--- src/rtl/mem_arb_pkg.sv ---
// Shared types and constants for the unified memory port arbiter.
package mem_arb_pkg;

    typedef enum logic [1:0] {
        OWN_NONE,
        OWN_IF,
        OWN_DM,
        OWN_DBG
    } owner_e;

    localparam int STARVE_MAX_DEF = 4;

    // Bit positions inside the one-hot grant vector.
    localparam int GNT_IF  = 0;
    localparam int GNT_DM  = 1;
    localparam int GNT_DBG = 2;

endpackage

--- src/rtl/mem_arb_prio_sel.sv ---
// Combinational priority picker: DBG > DM > IF, or DBG > IF > DM while starving.
module mem_arb_prio_sel
    import mem_arb_pkg::*;
(
    input  logic       if_req,
    input  logic       dm_req,
    input  logic       dbg_req,
    input  logic       starve,
    output logic [2:0] gnt
);

    always_comb begin
        gnt = '0;
        if (dbg_req) begin
            gnt[GNT_DBG] = 1'b1;
        end else if (starve && if_req) begin
            gnt[GNT_IF] = 1'b1;
        end else if (dm_req) begin
            gnt[GNT_DM] = 1'b1;
        end else if (if_req) begin
            gnt[GNT_IF] = 1'b1;
        end
    end

endmodule

--- src/rtl/mem_port_arbiter.sv ---
// Shares one memory port between fetch, load/store and debug reads, steering
// one-cycle-latency read data back to the requester that issued the read.
module mem_port_arbiter
    import mem_arb_pkg::*;
#(
    parameter int ADDR_W     = 32,
    parameter int DATA_W     = 32,
    parameter int STARVE_MAX = STARVE_MAX_DEF
) (
    input  logic                clk_i,
    input  logic                rst_i,
    input  logic                if_req_i,
    input  logic [ADDR_W-1:0]   if_addr_i,
    output logic                if_gnt_o,
    output logic                if_rvalid_o,
    output logic [DATA_W-1:0]   if_rdata_o,
    input  logic                dm_req_i,
    input  logic                dm_we_i,
    input  logic [DATA_W/8-1:0] dm_be_i,
    input  logic [ADDR_W-1:0]   dm_addr_i,
    input  logic [DATA_W-1:0]   dm_wdata_i,
    output logic                dm_gnt_o,
    output logic                dm_rvalid_o,
    output logic [DATA_W-1:0]   dm_rdata_o,
    input  logic                dbg_req_i,
    input  logic [ADDR_W-1:0]   dbg_addr_i,
    output logic                dbg_gnt_o,
    output logic                dbg_rvalid_o,
    output logic [DATA_W-1:0]   dbg_rdata_o,
    output logic                mem_req_o,
    output logic                mem_we_o,
    output logic [DATA_W/8-1:0] mem_be_o,
    output logic [ADDR_W-1:0]   mem_addr_o,
    output logic [DATA_W-1:0]   mem_wdata_o,
    input  logic [DATA_W-1:0]   mem_rdata_i
);

    localparam int BE_W = DATA_W / 8;
    localparam int SW   = $clog2(STARVE_MAX + 1);

    logic [SW-1:0] starve_q;
    logic          starve;
    logic [2:0]    gnt_raw;
    logic [2:0]    gnt;
    owner_e        owner_q;
    owner_e        owner_d;

    assign starve = (starve_q == SW'(STARVE_MAX));

    mem_arb_prio_sel u_prio_sel (
        .if_req  (if_req_i),
        .dm_req  (dm_req_i),
        .dbg_req (dbg_req_i),
        .starve  (starve),
        .gnt     (gnt_raw)
    );

    // Reset masks every grant so nothing reaches the memory while in reset.
    assign gnt       = gnt_raw & {3{~rst_i}};
    assign if_gnt_o  = gnt[GNT_IF];
    assign dm_gnt_o  = gnt[GNT_DM];
    assign dbg_gnt_o = gnt[GNT_DBG];
    assign mem_req_o = |gnt;

    always_comb begin
        mem_we_o    = 1'b0;
        mem_be_o    = {BE_W{1'b1}};
        mem_addr_o  = '0;
        mem_wdata_o = '0;
        if (gnt[GNT_DBG]) begin
            mem_addr_o = dbg_addr_i;
        end else if (gnt[GNT_DM]) begin
            mem_we_o    = dm_we_i;
            mem_be_o    = dm_be_i;
            mem_addr_o  = dm_addr_i;
            mem_wdata_o = dm_wdata_i;
        end else if (gnt[GNT_IF]) begin
            mem_addr_o = if_addr_i;
        end
    end

    // Writes complete at grant, so only read grants claim the return slot.
    always_comb begin
        owner_d = OWN_NONE;
        if (gnt[GNT_DBG]) begin
            owner_d = OWN_DBG;
        end else if (gnt[GNT_DM] && !dm_we_i) begin
            owner_d = OWN_DM;
        end else if (gnt[GNT_IF]) begin
            owner_d = OWN_IF;
        end
    end

    always_ff @(posedge clk_i) begin
        if (rst_i) begin
            starve_q <= '0;
            owner_q  <= OWN_NONE;
        end else begin
            owner_q <= owner_d;
            if (!if_req_i || gnt[GNT_IF]) begin
                starve_q <= '0;
            end else if (gnt[GNT_DM] && !starve) begin
                starve_q <= starve_q + SW'(1);
            end
        end
    end

    // A read granted just before reset is dropped rather than returned.
    assign if_rvalid_o  = (owner_q == OWN_IF)  && !rst_i;
    assign dm_rvalid_o  = (owner_q == OWN_DM)  && !rst_i;
    assign dbg_rvalid_o = (owner_q == OWN_DBG) && !rst_i;

    assign if_rdata_o  = mem_rdata_i;
    assign dm_rdata_o  = mem_rdata_i;
    assign dbg_rdata_o = mem_rdata_i;

endmodule
--- config.mk ---
export PLATFORM = sky130hd
export DESIGN_NAME = mem_port_arbiter
export DESIGN_NICKNAME = d
export VERILOG_FILES = /design/src/rtl/mem_arb_pkg.sv /design/src/rtl/mem_arb_prio_sel.sv /design/src/rtl/mem_port_arbiter.sv
export SDC_FILE = /design/constraint.sdc
export NUM_CORES = 1
export LEC_CHECK = 0
export ABC_AREA = 0
export CAP_MARGIN = 10
export CORE_AREA = 2 2 135 137
export DETAILED_ROUTE_END_ITERATION = 8
export DIE_AREA = 0 0 137 139
export GPL_TIMING_DRIVEN = 0
export PLACE_DENSITY_LB_ADDON = 0.1
export SYNTH_ARGS = -nofsm -noshare
export SYNTH_HDL_FRONTEND = slang
export SYNTH_SLANG_ARGS = --single-unit
--- constraint.sdc ---
create_clock -name clk_i -period 4 [get_ports clk_i]
set_input_delay 0.8 -clock clk_i [delete_from_list [all_inputs] [get_ports clk_i]]
set_output_delay 0.8 -clock clk_i [all_outputs]
set_load 0.02 [all_outputs]
==> impl_metrics.json <==
{
  "drtIter0Drc": 51,
  "crit_buf_inv": 4,
  "hp-class": "reg -> reg",
  "cp.depth": 7,
  "relSlewSlack_pct": 67.2,
  "cts.htree.levels": 1,
  "hold_ws_ns": 0.520,
  "ir_drop_v": 0.0000948,
  "endpoint_kind": "output pin",
  "min_path_cells": 2,
  "synth_top_area_cell": "buf_4",
  "synthAdderAreaFrac_pct": 1.35,
  "dr.pass1.iters": 4,
  "drv_cap": 0,
  "ys.flop_type": "dfxtp_1",
  "start_kind": "input pin",
  "die_h_um": 139,
  "rsz0062_at_grt": "false",
  "dr_total_vias": 2826,
  "fin_util_pct": 30.4,
  "core_area_um2": 17700,
  "power_density_nw_per_um2": 145,
  "start_util_pct": 10.5,
  "clk_latency_ns": 0.23,
  "synth_common_cells": "100 x buf_4, 66 x and2_1, 32 x a221o_1",
  "fmax_mhz": 258,
  "cts.sinks": 5,
  "grt_pass1_wl_um": 14700,
  "ys_seq_elements": 5,
  "nets": 736,
  "synth_cell_types": 26,
  "syn_inst": 246,
  "holdBufCountCts": 0,
  "path_cells": "clkdlybuf4s50_1 > or3b_1 > a21oi_4 > buf_4 > buf_4 > a221o_1 > clkdlybuf4s50_1",
  "synth_top_family_by_area": "buffers and inverters",
  "gp_congestion": 0.712,
  "yosys_warnings": 0,
  "slowest_delay_ns": 0.62,
  "crit_slowest_cell": "clkdlybuf4s50_1",
  "ios": 342,
  "syn-num-nets": 418,
  "finalCritPeriodShare_pct": 96.8,
  "dp_slack_ns": -0.347,
  "synthXorXnorAreaFrac_pct": 0,
  "finalCriticalPeriod_ns": 3.87,
  "synth_edf_count": 0,
  "path_clk_slew_ns": 0.03,
  "dieWidth_um": 137,
  "synth_area_um2": 1860,
  "grt_overflow_total": 0,
  "slew_viol_final": 0,
  "synth.most_common_cell": "buf_4",
  "drcViolationCount": 0,
  "finalSetupViolations": 0,
  "drive_above_1_share_pct": 21.0,
  "antenna_found_initial": 0,
  "antenna_cells": 0,
  "avgSynthCellArea_um2": 7.55,
  "reg2regPathDepth": 7,
  "power.total_uw": 778,
  "netlist.area_leader.share_pct": 40.4,
  "synth_compound_area_share_pct": 20.7,
  "die-area_um2": 19000,
  "place_hpwl_um": 9360,
  "async_flop_share_pct": 0,
  "cts_buffer_depth": 2,
  "required_ns": 3.20,
  "routedWlPerCell_um": 13.2,
  "grt_pass1_vias": 2854,
  "setup_ws_ns": 0.127,
  "synth.area.mux_share_pct": 0,
  "drtAntennaViolNets": 0,
  "dp.cells": 783,
  "critPathKind": "in -> out",
  "drt-total-wl_um": 10400,
  "viasPerCell": 3.57,
  "worstPathArrival_ns": 3.07,
  "grt.total_usage_pct": 9.74,
  "final_cells": 792,
  "yosys.area_share.simple_pct": 29.0,
  "worst_slew_pin_slew_ns": 0.491,
  "critPathTopFamily": "buffers and inverters",
  "leakagePower_nw": 2.23,
  "synth_top_cells_by_area": "buf_4 40%, and2_1 22%, a221o_1 17%, dfxtp_1 5.4%, buf_2 1.6%",
  "cts_buffers": 3,
  "hold_viol": 0,
  "clock_skew_ns": 0.000779,
  "worstPathMaxFanout": 10,
  "status": "complete, no violations",
  "startpoint": "dbg_req_i",
  "fp-row-count": 49,
  "synth_seq_area_share_pct": 5.39,
  "syn_to_final_growth_pct": 189,
  "cts-root-buf": "clkbuf_16",
  "cts_tree": "built",
  "grt_start_max_net_pins": 11,
  "r2r_start": "starve_q[0]",
  "worstHoldStart": "starve_q[0]",
  "numPortBuffers": 308
}
## flip-flops by register name, indices dropped and copies added (netlist names)
register,count
owner_q,2
starve_q,3
## worst min-delay path: stages, from the launching register on
cell	delay, ns
dfxtp_1	0.31
o21ai_0	0.08
a21oi_1	0.07
## worst paths after layout
check,end,slack (ns)
worst max-delay path,mem_addr_o[26],0.13
worst min-delay path,starve_q[0],0.52
worst max register to register,owner_q[0],2.18
worst min register to register,starve_q[0],0.52
## final cells by class
class	count	area, um2
Inverter	4	15.0
Buffer	110	796
Timing Repair Buffer	313	3130
Multi-Input combinational cell	127	963
Clock buffer	4	78.8
Sequential cell	5	100
Fill cell	1846	12300
Tap cell	229	287
## cells by family after synthesis
kind of cell / count (synthesis)
buf+inv: 114
compound gates: 41
fa+ha+maj: 2
flops: 5
simple gates: 84
## layout by cell type (no fill, tap or decap), types with 2 or more instances in the layout
cell type,synthesis,final
a21oi_1,3,3
a221o_1,32,32
and2_1,66,66
buf_2,6,6
buf_4,100,105
clkbuf_1,4,5
clkbuf_16,0,3
clkdlybuf4s50_1,0,306
dfxtp_1,5,5
dlymetal6s2s_1,0,2
ha_1,2,2
inv_1,4,4
nand2b_1,4,4
nand3_1,2,2
nor3b_1,3,3
o21ai_0,2,2
## repair_timing
| item | CTS | global route |
|---|---|---|
| setup buffers | 5 | 0 |
| endpoints found under the setup margin | 31 | 2 |
| gates resized for setup | 3 | 2 |
| endpoints found under the hold margin | 0 | 0 |
| pin swaps | 1 | 0 |
## power by group
| group | leakage [nW] | internal, mW | switching [mW] |
|---|---|---|---|
| logic | 2.15 | 0.352 | 0.211 |
| clock network | 0.0382 | 0.132 | 0.0306 |
| registers | 0.0409 | 0.0518 | 0.00102 |
## stage by stage
step / instance area, um2 / TNS (ns)
6_report: 5370 / 0
5_1_grt: 5370 / 0
4_1_cts: 5360 / 0
3_5_place_dp: 5230 / -7.71
3_3_place_gp: 5230 / -7.82
2_1_floorplan: 1860 / 0
## metal layers
layer	global-route usage [%]	up-vias	wire [um]
met1	8.35	1213	3150
met4	3.58	0	260
met5	0	-	0
li1	-	1379	-
met3	3.33	15	1440
met2	19.9	219	5590
No activity file was read; power rests on OpenSTA's default activity.
